**src/rtl/fetch_queue.sv**
```systemverilog
// Sequential instruction prefetcher: fetches from the I-cache into a small {pc, inst} FIFO feeding decode.
// Latency: a response pushed on cycle N is visible at the decode port on N+1; one request outstanding at a time.
// Backpressure: decode stalls via inst_out_ready; fetch issue stops while the queue cannot take another entry.
module fetch_queue #(
    parameter int                    DATA_WIDTH  = 32,
    parameter logic [DATA_WIDTH-1:0] START_ADDR  = 32'h80000000,
    parameter int                    QUEUE_DEPTH = 4,
    parameter int                    PC_STEP     = 4
) (
    input  logic                             clk,
    input  logic                             rst,
    output logic                             inst_req,
    output logic [DATA_WIDTH-1:0]            inst_addr,
    input  logic                             inst_valid,
    input  logic [DATA_WIDTH-1:0]            inst_data,
    output logic                             inst_out_valid,
    input  logic                             inst_out_ready,
    output logic [DATA_WIDTH-1:0]            inst,
    output logic [DATA_WIDTH-1:0]            pc,
    input  logic                             redirect_valid,
    input  logic [DATA_WIDTH-1:0]            new_pc,
    output logic [$clog2(QUEUE_DEPTH+1)-1:0] queue_count
);

    localparam int CW = $clog2(QUEUE_DEPTH + 1);
    localparam int PW = $clog2(QUEUE_DEPTH);

    localparam logic [1:0] IDLE     = 2'd0;
    localparam logic [1:0] WAIT_MEM = 2'd1;
    localparam logic [1:0] DRAIN    = 2'd2;

    logic [1:0]            state;
    logic [DATA_WIDTH-1:0] fetch_pc;   // next address to request from IDLE
    logic [DATA_WIDTH-1:0] req_addr;   // address currently presented to the I-cache
    logic [DATA_WIDTH-1:0] q_inst [QUEUE_DEPTH];
    logic [DATA_WIDTH-1:0] q_pc   [QUEUE_DEPTH];
    logic [PW-1:0]         head;
    logic [PW-1:0]         tail;
    logic [CW-1:0]         count;

    logic                  pop;
    logic                  push;
    logic [CW-1:0]         count_pop;
    logic                  room_idle;
    logic                  room_after_push;
    logic [DATA_WIDTH-1:0] target;
    logic [DATA_WIDTH-1:0] next_seq;

    // Handshake, occupancy and address helpers shared by the FSM and the queue.
    always_comb begin
        pop             = inst_out_valid & inst_out_ready;
        // A redirect kills any response arriving in the same cycle.
        push            = (state == WAIT_MEM) & inst_valid & ~redirect_valid;
        count_pop       = count - CW'(pop);
        room_idle       = count_pop < CW'(QUEUE_DEPTH);
        // After this cycle's push, is there still space for one more response?
        room_after_push = count_pop < CW'(QUEUE_DEPTH - 1);
        target          = new_pc & ~DATA_WIDTH'(3);
        next_seq        = req_addr + DATA_WIDTH'(PC_STEP);
    end

    // Fetch FSM: issues one request at a time and tracks redirects against an in-flight request.
    always_ff @(posedge clk) begin
        if (!rst) begin
            state    <= IDLE;
            fetch_pc <= START_ADDR;
            req_addr <= START_ADDR;
        end else begin
            case (state)
                IDLE: begin
                    if (redirect_valid) begin
                        fetch_pc <= target;
                        req_addr <= target;
                        state    <= WAIT_MEM;
                    end else if (room_idle) begin
                        req_addr <= fetch_pc;
                        state    <= WAIT_MEM;
                    end
                end
                WAIT_MEM: begin
                    if (redirect_valid) begin
                        fetch_pc <= target;
                        if (inst_valid) begin
                            // Response already back: drop it and fetch the target right away.
                            req_addr <= target;
                        end else begin
                            // Keep the stale request up until the cache answers it.
                            state <= DRAIN;
                        end
                    end else if (inst_valid) begin
                        fetch_pc <= next_seq;
                        if (room_after_push) begin
                            req_addr <= next_seq;
                        end else begin
                            state <= IDLE;
                        end
                    end
                end
                DRAIN: begin
                    // A later redirect only updates the target; the stale request still drains.
                    if (redirect_valid) begin
                        fetch_pc <= target;
                    end else if (inst_valid) begin
                        state <= IDLE;
                    end
                end
                default: state <= IDLE;
            endcase
        end
    end

    // Registered FIFO of {pc, inst}; a redirect flushes it after any same-cycle pop.
    always_ff @(posedge clk) begin
        if (!rst) begin
            head  <= '0;
            tail  <= '0;
            count <= '0;
            for (int i = 0; i < QUEUE_DEPTH; i++) begin
                q_inst[i] <= '0;
                q_pc[i]   <= '0;
            end
        end else begin
            if (push) begin
                q_inst[tail] <= inst_data;
                q_pc[tail]   <= req_addr;
            end
            if (redirect_valid) begin
                head  <= '0;
                tail  <= '0;
                count <= '0;
            end else begin
                if (push) tail <= tail + PW'(1);
                if (pop)  head <= head + PW'(1);
                count <= count_pop + CW'(push);
            end
        end
    end

    assign inst_req       = (state != IDLE);
    assign inst_addr      = req_addr;
    assign inst_out_valid = (count != '0);
    assign inst           = q_inst[head];
    assign pc             = q_pc[head];
    assign queue_count    = count;

endmodule

```
**config.mk**
```make
export PLATFORM = sky130hd
export DESIGN_NAME = fetch_queue
export DESIGN_NICKNAME = d
export VERILOG_FILES = /design/src/rtl/fetch_queue.sv
export SDC_FILE = /design/constraint.sdc
export NUM_CORES = 1
export LEC_CHECK = 0
export CORE_MARGIN = 2
export CORE_UTILIZATION = 43
export CTS_CLUSTER_DIAMETER = 100
export CTS_CLUSTER_SIZE = 24
export DETAILED_ROUTE_END_ITERATION = 16
export PLACE_DENSITY_LB_ADDON = 0.1
export SLEW_MARGIN = 20
export SYNTH_ARGS = -nofsm -noshare
export SYNTH_HDL_FRONTEND = slang
export SYNTH_SLANG_ARGS = --single-unit
```
**constraint.sdc**
```tcl
create_clock -name clk -period 7.05 [get_ports clk]
set_input_delay 1.41 -clock clk [delete_from_list [all_inputs] [get_ports clk]]
set_output_delay 1.41 -clock clk [all_outputs]
set_load 0.05 [all_outputs]
```
==> impl_metrics.yaml <==
status:
  status: "finished clean"
worst_hold_path:
  hp-class: "reg -> reg"
  hp-start: "fetch_pc[1]"
global_route:
  grt_pass1_vias: 10023
  grt_max_degree: 69
  grt_pass1_wl_um: 61700
  antenna_found_initial: 0
  grt_use_total: 0.212
  gr-total-overflow: 0
power_and_ir_drop:
  p_leak_uw: 0.00641
  power.total_uw: 4030
  vdd_drop_max_mv: 0.126
  cellPowerDensity_nw_per_um2: 224
logic_synthesis:
  synth_top_family_by_area: "simple AND/OR/NAND/NOR gates"
  synth.area.mux_share: 0.102
  synth_compound_area_frac: 0.0764
  synth_cell_type_count: 66
  synth-simple-area-share: 0.173
  netlist_area_um2: 15400
  syn_nets: 1292
  synth-main-ff-cell: "edfxtp_1"
  yosysSeqAreaShare: 0.596
  ys_warn_count: 0
  ys_ff_latch: 331
  syn_inst: 1218
  synth-async-reset-ratio: 0
  syn_avg_cell_area_um2: 12.7
  synth-edff-count: 256
  synth_xor_area_frac: 0.0165
  synth_fa_ha_area_frac: 0.00406
sta:
  period_share: 0.626
  timing.final.max_slew_violations: 0
  slew_headroom: 0.274
  worst_pin_slew_ns: 1.09
  finClkSkew_ns: 0.0225
  setup_viol: 0
  fmax_ghz: 0.227
  tns_ns: 0
  rsz0062_at_grt: "no"
  final-hold-violation-count: 0
  timing.final.crit_period_ns: 4.41
worst_setup_path:
  timing.rr.start: "state[0]"
  cp.arrival_ns: 3.00
  end_kind: "output pin"
  path_max_fanout: 31
  cp.required_ns: 5.64
  cp-start-kind: "register"
  worst-setup-path-type: "reg -> out"
detailed_routing:
  avgViaCountPerCell: 5.66
  num_vias: 10143
  drc_errors: 0
  dr.first_iter.drc_count: 851
  postRouteAntennaNets: 0
  routed_wl_um: 40300
  post_drt_wl_per_cell_um: 22.5
  drt-pass1-iter-count: 5
place:
  portBuffers: 167
  place_congestion: 0.812
  dp_hpwl_um: 23800
  placed_area_um2: 17500
  dp.cells: 1761
clock_network:
  clk_latency_ns: 0.53
  cts_root_buf: "clkbuf_16"
  cts_buffers: 17
  htree_levels: 1
  clk_pin_slew_ns: 0.10
  cts_hold_buf: 0
  cts_sinks: 331
  post_cts_buffers: 0
  cts_resized: 0
  cts_tree: "done"
  cts_buffer_depth: 3
layout:
  final_cell_count_no_fill: 1791
  mostFrequentLayoutCells: "edfxtp_1 (256), and2_1 (188), clkdlybuf4s50_1 (165), dfxtp_1 (73), and3_1 (70)"
  syn_to_final_growth_pct: 16.8
  drive_gt1_frac: 0.103
  nets: 1393
  insertedDiodeCount: 0
  post-route-util: 0.508
  layout_commonest_cell: "edfxtp_1"
  final_area_um2: 18000
floorplanning:
  floorplan.core_area_um2: 35500
  die_x_um: 193
  initial_utilization: 0.435
  die_area_um2: 37400
  fp.dieH_um: 193
  io_pins: 170
  core.rowCount: 69
job:
  maxCapViolations: 0
-- per-stage QoR --
stage | setup WS [ns] | hold slack (ns)
6_report | 2.64 | 0.457
5_1_grt | 2.46 | 0.494
4_1_cts | 2.53 | 0.460
3_5_place_dp | 2.22 | 0.447
3_3_place_gp | 2.28 | 0.440
2_1_floorplan | 0.0143 | 0.432
-- state kept, by name (all words and copies together), names as in the netlist, named ones only --
signal and cells:
q_inst 128, q_pc 128, fetch_pc 32, inst_addr 32, queue_count 3, head 2
state 2, tail 2
-- cells in the mapped netlist (all sizes together), types with 4 or more instances --
cell type  count  share of area
a221oi         6         0.0034
o211ai        10         0.0049
o21ai         49          0.016
and2         188          0.076
or3            5         0.0020
mux2i         13         0.0084
and3          70          0.028
nand3         26         0.0084
nor3          25         0.0084
dfxtp         75          0.097
nor2          54          0.013
nor4           7         0.0041
ha             5         0.0041
o21a           4         0.0019
clkbuf        87          0.021
mux4          64          0.093
a32oi         10         0.0057
xnor2         18          0.010
inv           14         0.0034
o22ai         14         0.0057
buf           23         0.0067
nand2         63          0.015
a211oi         9         0.0044
a21oi         38          0.013
xor2          11         0.0062
o31ai          5         0.0024
or2            5         0.0020
a221o          5         0.0032
edfxtp       256           0.50
nand4         13         0.0067
-- power breakdown --
part / internal [uW] / switching [uW]
combinational: 232 / 418
sequential: 2200 / 95.7
clock: 464 / 624
-- layout make-up --
class	instances	area, um2
inverter	15	56.3
fill	3080	17500
tap	461	577
timing repair buffer	192	1890
multi-input combinational	762	5810
sequential	331	9200
clock inverter	2	16.3
clock buffer	28	467
-- layer usage --
metal	track usage	vias to the layer above	routed length (um)
met2	0.347	284	19400
li1	-	4735	-
met1	0.305	5088	18500
met3	0.0241	36	1770
met4	0.0464	0	621
met5	0	-	0
-- path summary, 6_finish.rpt --
kind | to | slack, ns | depth (start not counted)
max | inst[7] | 2.64 | 3
min reg2reg | fetch_pc[1] | 0.46 | 2
max reg2reg | q_inst[1][5] | 3.36 | 8
min | fetch_pc[1] | 0.46 | 2
-- logic make-up after synthesis --
kind of cell             count (synthesis)
AO/OA/AOI/OAI                          179
XOR/XNOR                                29
adder cells (fa/ha/maj)                  5
buffers and inverters                  125
flip-flops                             331
multiplexers                            77
AND/OR/NAND/NOR                        472
-- worst max-delay path, cell delays in order, from the launching register on --
cell and delay, ns:
dfxtp_4 0.53, buf_4 0.59, mux4_2 0.63, clkdlybuf4s50_1 0.73
(Power assumes the default switching activity.)
